<file path="src/rtl/bcd_countdown_ctrl.sv">
// bcd_countdown_ctrl: MM:SS countdown that time-shares one external 2-digit BCD subtractor,
// spending one subtract cycle per 1 Hz tick on either the seconds or the minutes field.
module bcd_countdown_ctrl #(
   parameter logic [7:0] SEC_WRAP = 8'h59,
   parameter logic [7:0] MIN_MAX  = 8'h99,
   parameter logic [7:0] DEC_STEP = 8'h01
) (
   input  logic       clk,
   input  logic       rst,
   input  logic       load,
   input  logic [7:0] load_min,
   input  logic [7:0] load_sec,
   input  logic       start,
   input  logic       pause,
   input  logic       tick,
   input  logic [7:0] sub_diff,
   output logic [7:0] sub_a,
   output logic [7:0] sub_b,
   output logic [7:0] min_bcd,
   output logic [7:0] sec_bcd,
   output logic       running,
   output logic       done
);
   typedef enum logic [2:0] {IDLE, RUN, SUB_SEC, SUB_MIN, PAUSED, DONE} state_t;
   state_t     state_q, state_d;
   logic [7:0] min_q, min_d, sec_q, sec_d, sub_a_q, sub_a_d, sub_b_q, sub_b_d;
   logic       pend_tick_q, pend_tick_d, pend_pause_q, pend_pause_d;
   logic       zero, tick_eff;
   function automatic logic [7:0] clamp_bcd(input logic [7:0] v, input logic [3:0] tens_max,
                                            input logic [7:0] lim);
      logic [7:0] c;
      c = {(v[7:4] > tens_max) ? tens_max : v[7:4], (v[3:0] > 4'd9) ? 4'd9 : v[3:0]};
      return (c > lim) ? lim : c;
   endfunction
   assign zero     = (min_q == 8'h00) && (sec_q == 8'h00);
   assign tick_eff = tick | pend_tick_q;
   always_comb begin
      state_d      = state_q;
      min_d        = min_q;
      sec_d        = sec_q;
      sub_a_d      = 8'h00;
      sub_b_d      = 8'h00;
      pend_tick_d  = pend_tick_q;
      pend_pause_d = pend_pause_q;
      case (state_q)
         IDLE, PAUSED, DONE: begin
            if (load) begin
               min_d       = clamp_bcd(load_min, 4'd9, MIN_MAX);
               sec_d       = clamp_bcd(load_sec, 4'd5, SEC_WRAP);
               pend_tick_d = 1'b0;
               state_d     = (state_q == DONE) ? IDLE : state_q;
            end else if (start && !pause && state_q != DONE) begin
               state_d = zero ? DONE : RUN;
            end
         end
         RUN: begin
            if (tick_eff) begin
               // a fresh tick arriving while the pending one is serviced takes its slot
               pend_tick_d  = tick & pend_tick_q;
               pend_pause_d = pause;
               sub_b_d      = DEC_STEP;
               if (sec_q != 8'h00) begin
                  state_d = SUB_SEC;
                  sub_a_d = sec_q;
               end else begin
                  state_d = SUB_MIN;
                  sec_d   = SEC_WRAP;
                  sub_a_d = min_q;
               end
            end else if (pause) begin
               state_d = PAUSED;
            end
         end
         SUB_SEC, SUB_MIN: begin
            if (state_q == SUB_SEC) sec_d = sub_diff;
            else min_d = sub_diff;
            pend_pause_d = 1'b0;
            if (min_d == 8'h00 && sec_d == 8'h00) begin
               state_d     = DONE;
               pend_tick_d = 1'b0;
            end else begin
               pend_tick_d = pend_tick_q | tick;
               state_d     = (pend_pause_q | pause) ? PAUSED : RUN;
            end
         end
         default: state_d = IDLE;
      endcase
   end
   always_ff @(posedge clk or posedge rst) begin
      if (rst) begin
         state_q      <= IDLE;
         min_q        <= 8'h00;
         sec_q        <= 8'h00;
         sub_a_q      <= 8'h00;
         sub_b_q      <= 8'h00;
         pend_tick_q  <= 1'b0;
         pend_pause_q <= 1'b0;
      end else begin
         state_q      <= state_d;
         min_q        <= min_d;
         sec_q        <= sec_d;
         sub_a_q      <= sub_a_d;
         sub_b_q      <= sub_b_d;
         pend_tick_q  <= pend_tick_d;
         pend_pause_q <= pend_pause_d;
      end
   end
   assign sub_a   = sub_a_q;
   assign sub_b   = sub_b_q;
   assign min_bcd = min_q;
   assign sec_bcd = sec_q;
   assign running = (state_q == RUN) || (state_q == SUB_SEC) || (state_q == SUB_MIN);
   assign done    = (state_q == DONE);
endmodule
</file>
<file path="config.mk">
export PLATFORM = sky130hd
export DESIGN_NAME = bcd_countdown_ctrl
export DESIGN_NICKNAME = d
export VERILOG_FILES = /design/src/rtl/bcd_countdown_ctrl.sv
export SDC_FILE = /design/constraint.sdc
export NUM_CORES = 1
export LEC_CHECK = 0
export ABC_CLOCK_PERIOD_IN_PS = 1900
export CAP_MARGIN = 15
export CORE_MARGIN = 5
export CORE_UTILIZATION = 40
export CTS_CLUSTER_DIAMETER = 40
export DETAILED_ROUTE_END_ITERATION = 8
export GPL_TIMING_DRIVEN = 1
export MAX_ROUTING_LAYER = met4
export PLACE_DENSITY = 0.73
export SYNTH_ARGS = -nofsm -noshare
export SYNTH_HDL_FRONTEND = slang
export SYNTH_SLANG_ARGS = --single-unit
</file>
<file path="constraint.sdc">
create_clock -name clk -period 1.9 [get_ports clk]
set_input_delay 0.38 -clock clk [delete_from_list [all_inputs] [get_ports clk]]
set_output_delay 0.38 -clock clk [all_outputs]
set_load 0.1 [all_outputs]
</file>
==> key figures <==
Routing
  • # DRC: 0
  • ANT nets after route: 0
  • Vias after detailed routing: 1761
  • WL per Instance: ~16 um
  • DR iter-0 viols: 96
  • Post-DR vias/cell: 5.369
  • WL final: 5385 um
  • First-pass iteration count of the detailed router: 4

Layout
  • Nets: 305
  • Design Area, Final: 2748 sq um
  • Share of layout cells above drive strength 1: between 30% and 40%
  • Most common cell after layout, fill and taps aside: buf_4
  • Antenna diodes: 0
  • Synthesis-to-layout area growth: 56.30%
  • Final std cells w/o fill: 328
  • Most frequent cells in the layout: buf_4, clkdlybuf4s50_1, nor2_1
  • Fin util: 63.99%

Timing
  • Min Tclk post-route: about 1.8 ns
  • Highest clock rate: 0.5607 GHz
  • Fin. Hold Viols: 0
  • Worst Skew: 0.004611 ns
  • Unrepaired setup endpoints after global routing: no
  • Max-slew violations: 0
  • Tcrit/Tclk final: 93.88%
  • Setup ws final: 0.1164 ns
  • Final setup fails: 0
  • Hold Worst Slack: 0.4745 ns
  • Fin Setup TNS: 0 ns

Yosys
  • Register area share after synthesis: between 40% and 50%
  • Synth cell types: 48
  • Post-synth top area cell: dfrtp_1
  • Post-synth top area share: 42.70%
  • YS warnings: 0
  • Main area contributors after synthesis: dfrtp_1, nor2_1, a21oi_1, buf_4, nand2_1
  • Gate Count Post-Synth: 194
  • Main synth FF type: dfrtp_1
  • Syn Std Cell Area: 1758 sq um
  • EDFF count, synth: 0
  • Syn_area_per_cell: about 9.1 sq um
  • Seq cells post-synth: 30
  • Share of async-settable or async-resettable flops after synthesis: 100.0%

Place
  • Detailed Place HPWL: between 4000 and 5000 um
  • Port bufs: 56
  • Area post-placement: 2654 sq um
  • DP Cell Count: 320
  • DP Worst Slack: about 0.015 ns
  • Routability congestion estimate: 0.9198

Critical path
  • Crit path capture type: output port
  • Top delay family on crit path: flip-flops
  • Crit-path slowest cell: dfrtp_1
  • R2R Setup Slk: 0.21 ns
  • Worst EP arrival: 1.40 ns
  • Startpoint Class: flop
  • Critical path's largest stage delay: 0.61 ns
  • WP buf/inv: 1
  • Worst Path Max Fanout: 11
  • Critical Path RT: roughly 1.5 ns
  • Kind of critical path: flop to output port
  • Cell chain of the critical path: nand2b_1, nor2_2, buf_12

GRT
  • GRT Total Usage: 19.91%
  • Vias in the first global route: 1801
  • First-pass GRT wire length: 9059 um
  • Initial antenna violation count: 0
  • Pin count of the biggest net entering global routing: 31
  • GR Overflow Total: 0

Floorplan
  • IO Count: 64
  • Floorplan row count: 24
  • DIE WIDTH: about 76 um
  • Die height: 76.30 um
  • Starting Density: about two fifths
  • Core area: 4294 sq um
  • Die ar.: about 5800 sq um

Power
  • Total power: 5.310 mW
  • PwrDens: just under 2000 nW/um^2
  • Max VDD drop: between 0.6 and 0.7 mV
  • Leak pwr: 1.253 nW

CTS
  • Setup bufs post-CTS: 0
  • Buffer depth of the longest clock path: 2
  • H-Tree Level Count: 2
  • Clock slew at reported path FFs: 0.06 ns
  • Worst-Skew Late Latency: 0.28 ns
  • Total CTS buffers: 5
  • CTS root buffer: clkbuf_8
  • CTS tree: done
  • Clock sinks: 30
  • Hold-fix buffers at CTS: 0

Job
  • Max Cap Violations: 0

Outcome
  • Outcome: complete, no violations

Min path
  • Hold WC Path Type: input port to asynchronous set/reset pin
-- report_power, final --
group	total [mW]	switching, mW	internal [mW]
Sequential	1.24	0.359	0.877
Clock	0.527	0.235	0.292
Combinational	3.55	2.27	1.27
-- worst reg2reg max path: stages (launching register included) --
cell	delay [ns]
dfrtp_2	0.45
nor4_2	0.41
and2_2	0.26
a211o_1	0.16
o21ai_2	0.11
a2bb2oi_1	0.16
-- worst paths after layout --
path | start | end | cells past startpoint
max in group asynchronous | rst | state_q[1]$_DFFE_PP0P_ | 3
worst min-delay path | rst | sub_a[1]$_DFF_PP0_ | 3
worst max register to register | sec_bcd[7]$_DFFE_PP0P_ | sec_bcd[3]$_DFFE_PP0P_ | 5
worst min register to register | pend_tick_q$_DFFE_PP0P_ | pend_tick_q$_DFFE_PP0P_ | 2
worst max-delay path | state_q[0]$_DFFE_PP0P_ | done | 3
min in group clk | pend_tick_q$_DFFE_PP0P_ | pend_tick_q$_DFFE_PP0P_ | 2
-- final cells by class --
cell class,instances,area (sq um)
repair buffers,80,898.4
multi-input cells,143,868.3
well taps,52,65.06
clock inverters,1,5.005
fillers,354,1546
flip-flops and latches,30,765.7
inverters,15,58.81
clock buffers,7,86.33
-- timing repair --
action                                  4_1_cts  5_1_grt
gates resized for setup                       0        2
endpoints found under the setup margin        0        2
hold endpoints to repair                      0        0
-- state kept, by name, summed over array words and instances (netlist names) --
register and cells:
sub_b 1, pend_tick_q 1, pend_pause_q 1, sub_a 8
min_bcd 8, sec_bcd 8, state_q 3
-- cell usage after synthesis, types with 2 or more instances --
| cell type | count |
|---|---|
| nor4_1 | 5 |
| nor2_1 | 28 |
| inv_1 | 12 |
| a22oi_1 | 3 |
| o211ai_1 | 2 |
| dfrtp_1 | 30 |
| nand2_1 | 15 |
| nor3_1 | 2 |
| nor4_2 | 2 |
| and2b_1 | 2 |
| a2bb2oi_1 | 3 |
| o22ai_1 | 2 |
| nand2b_1 | 4 |
| inv_2 | 2 |
| o221a_2 | 4 |
| a221o_1 | 2 |
| buf_4 | 8 |
| nand3_1 | 4 |
| o21ai_1 | 5 |
| o21ai_0 | 11 |
| a21oi_1 | 16 |
| nor3_2 | 2 |
| buf_6 | 4 |
| and3_1 | 2 |
-- metal layers --
| metal | track usage [%] | vias to the layer above | share of wire [%] |
|---|---|---|---|
| met5 | - | - | 0 |
| met4 | 8.217 | 0 | 2.1 |
| met3 | 5.083 | 9 | 7.0 |
| met2 | 30.31 | 73 | 47 |
| met1 | 25.17 | 840 | 43 |
| li1 | - | 839 | - |
-- logic make-up (layout without fill, tap and decap cells) --
group,Yosys count,count (layout),synth area share [%]
compound gates,60,60,24.06
flops,30,30,42.70
simple gates,76,76,23.70
other cells,1,7,0.2133
buf+inv,27,103,9.324
(Power assumes the default switching activity.)
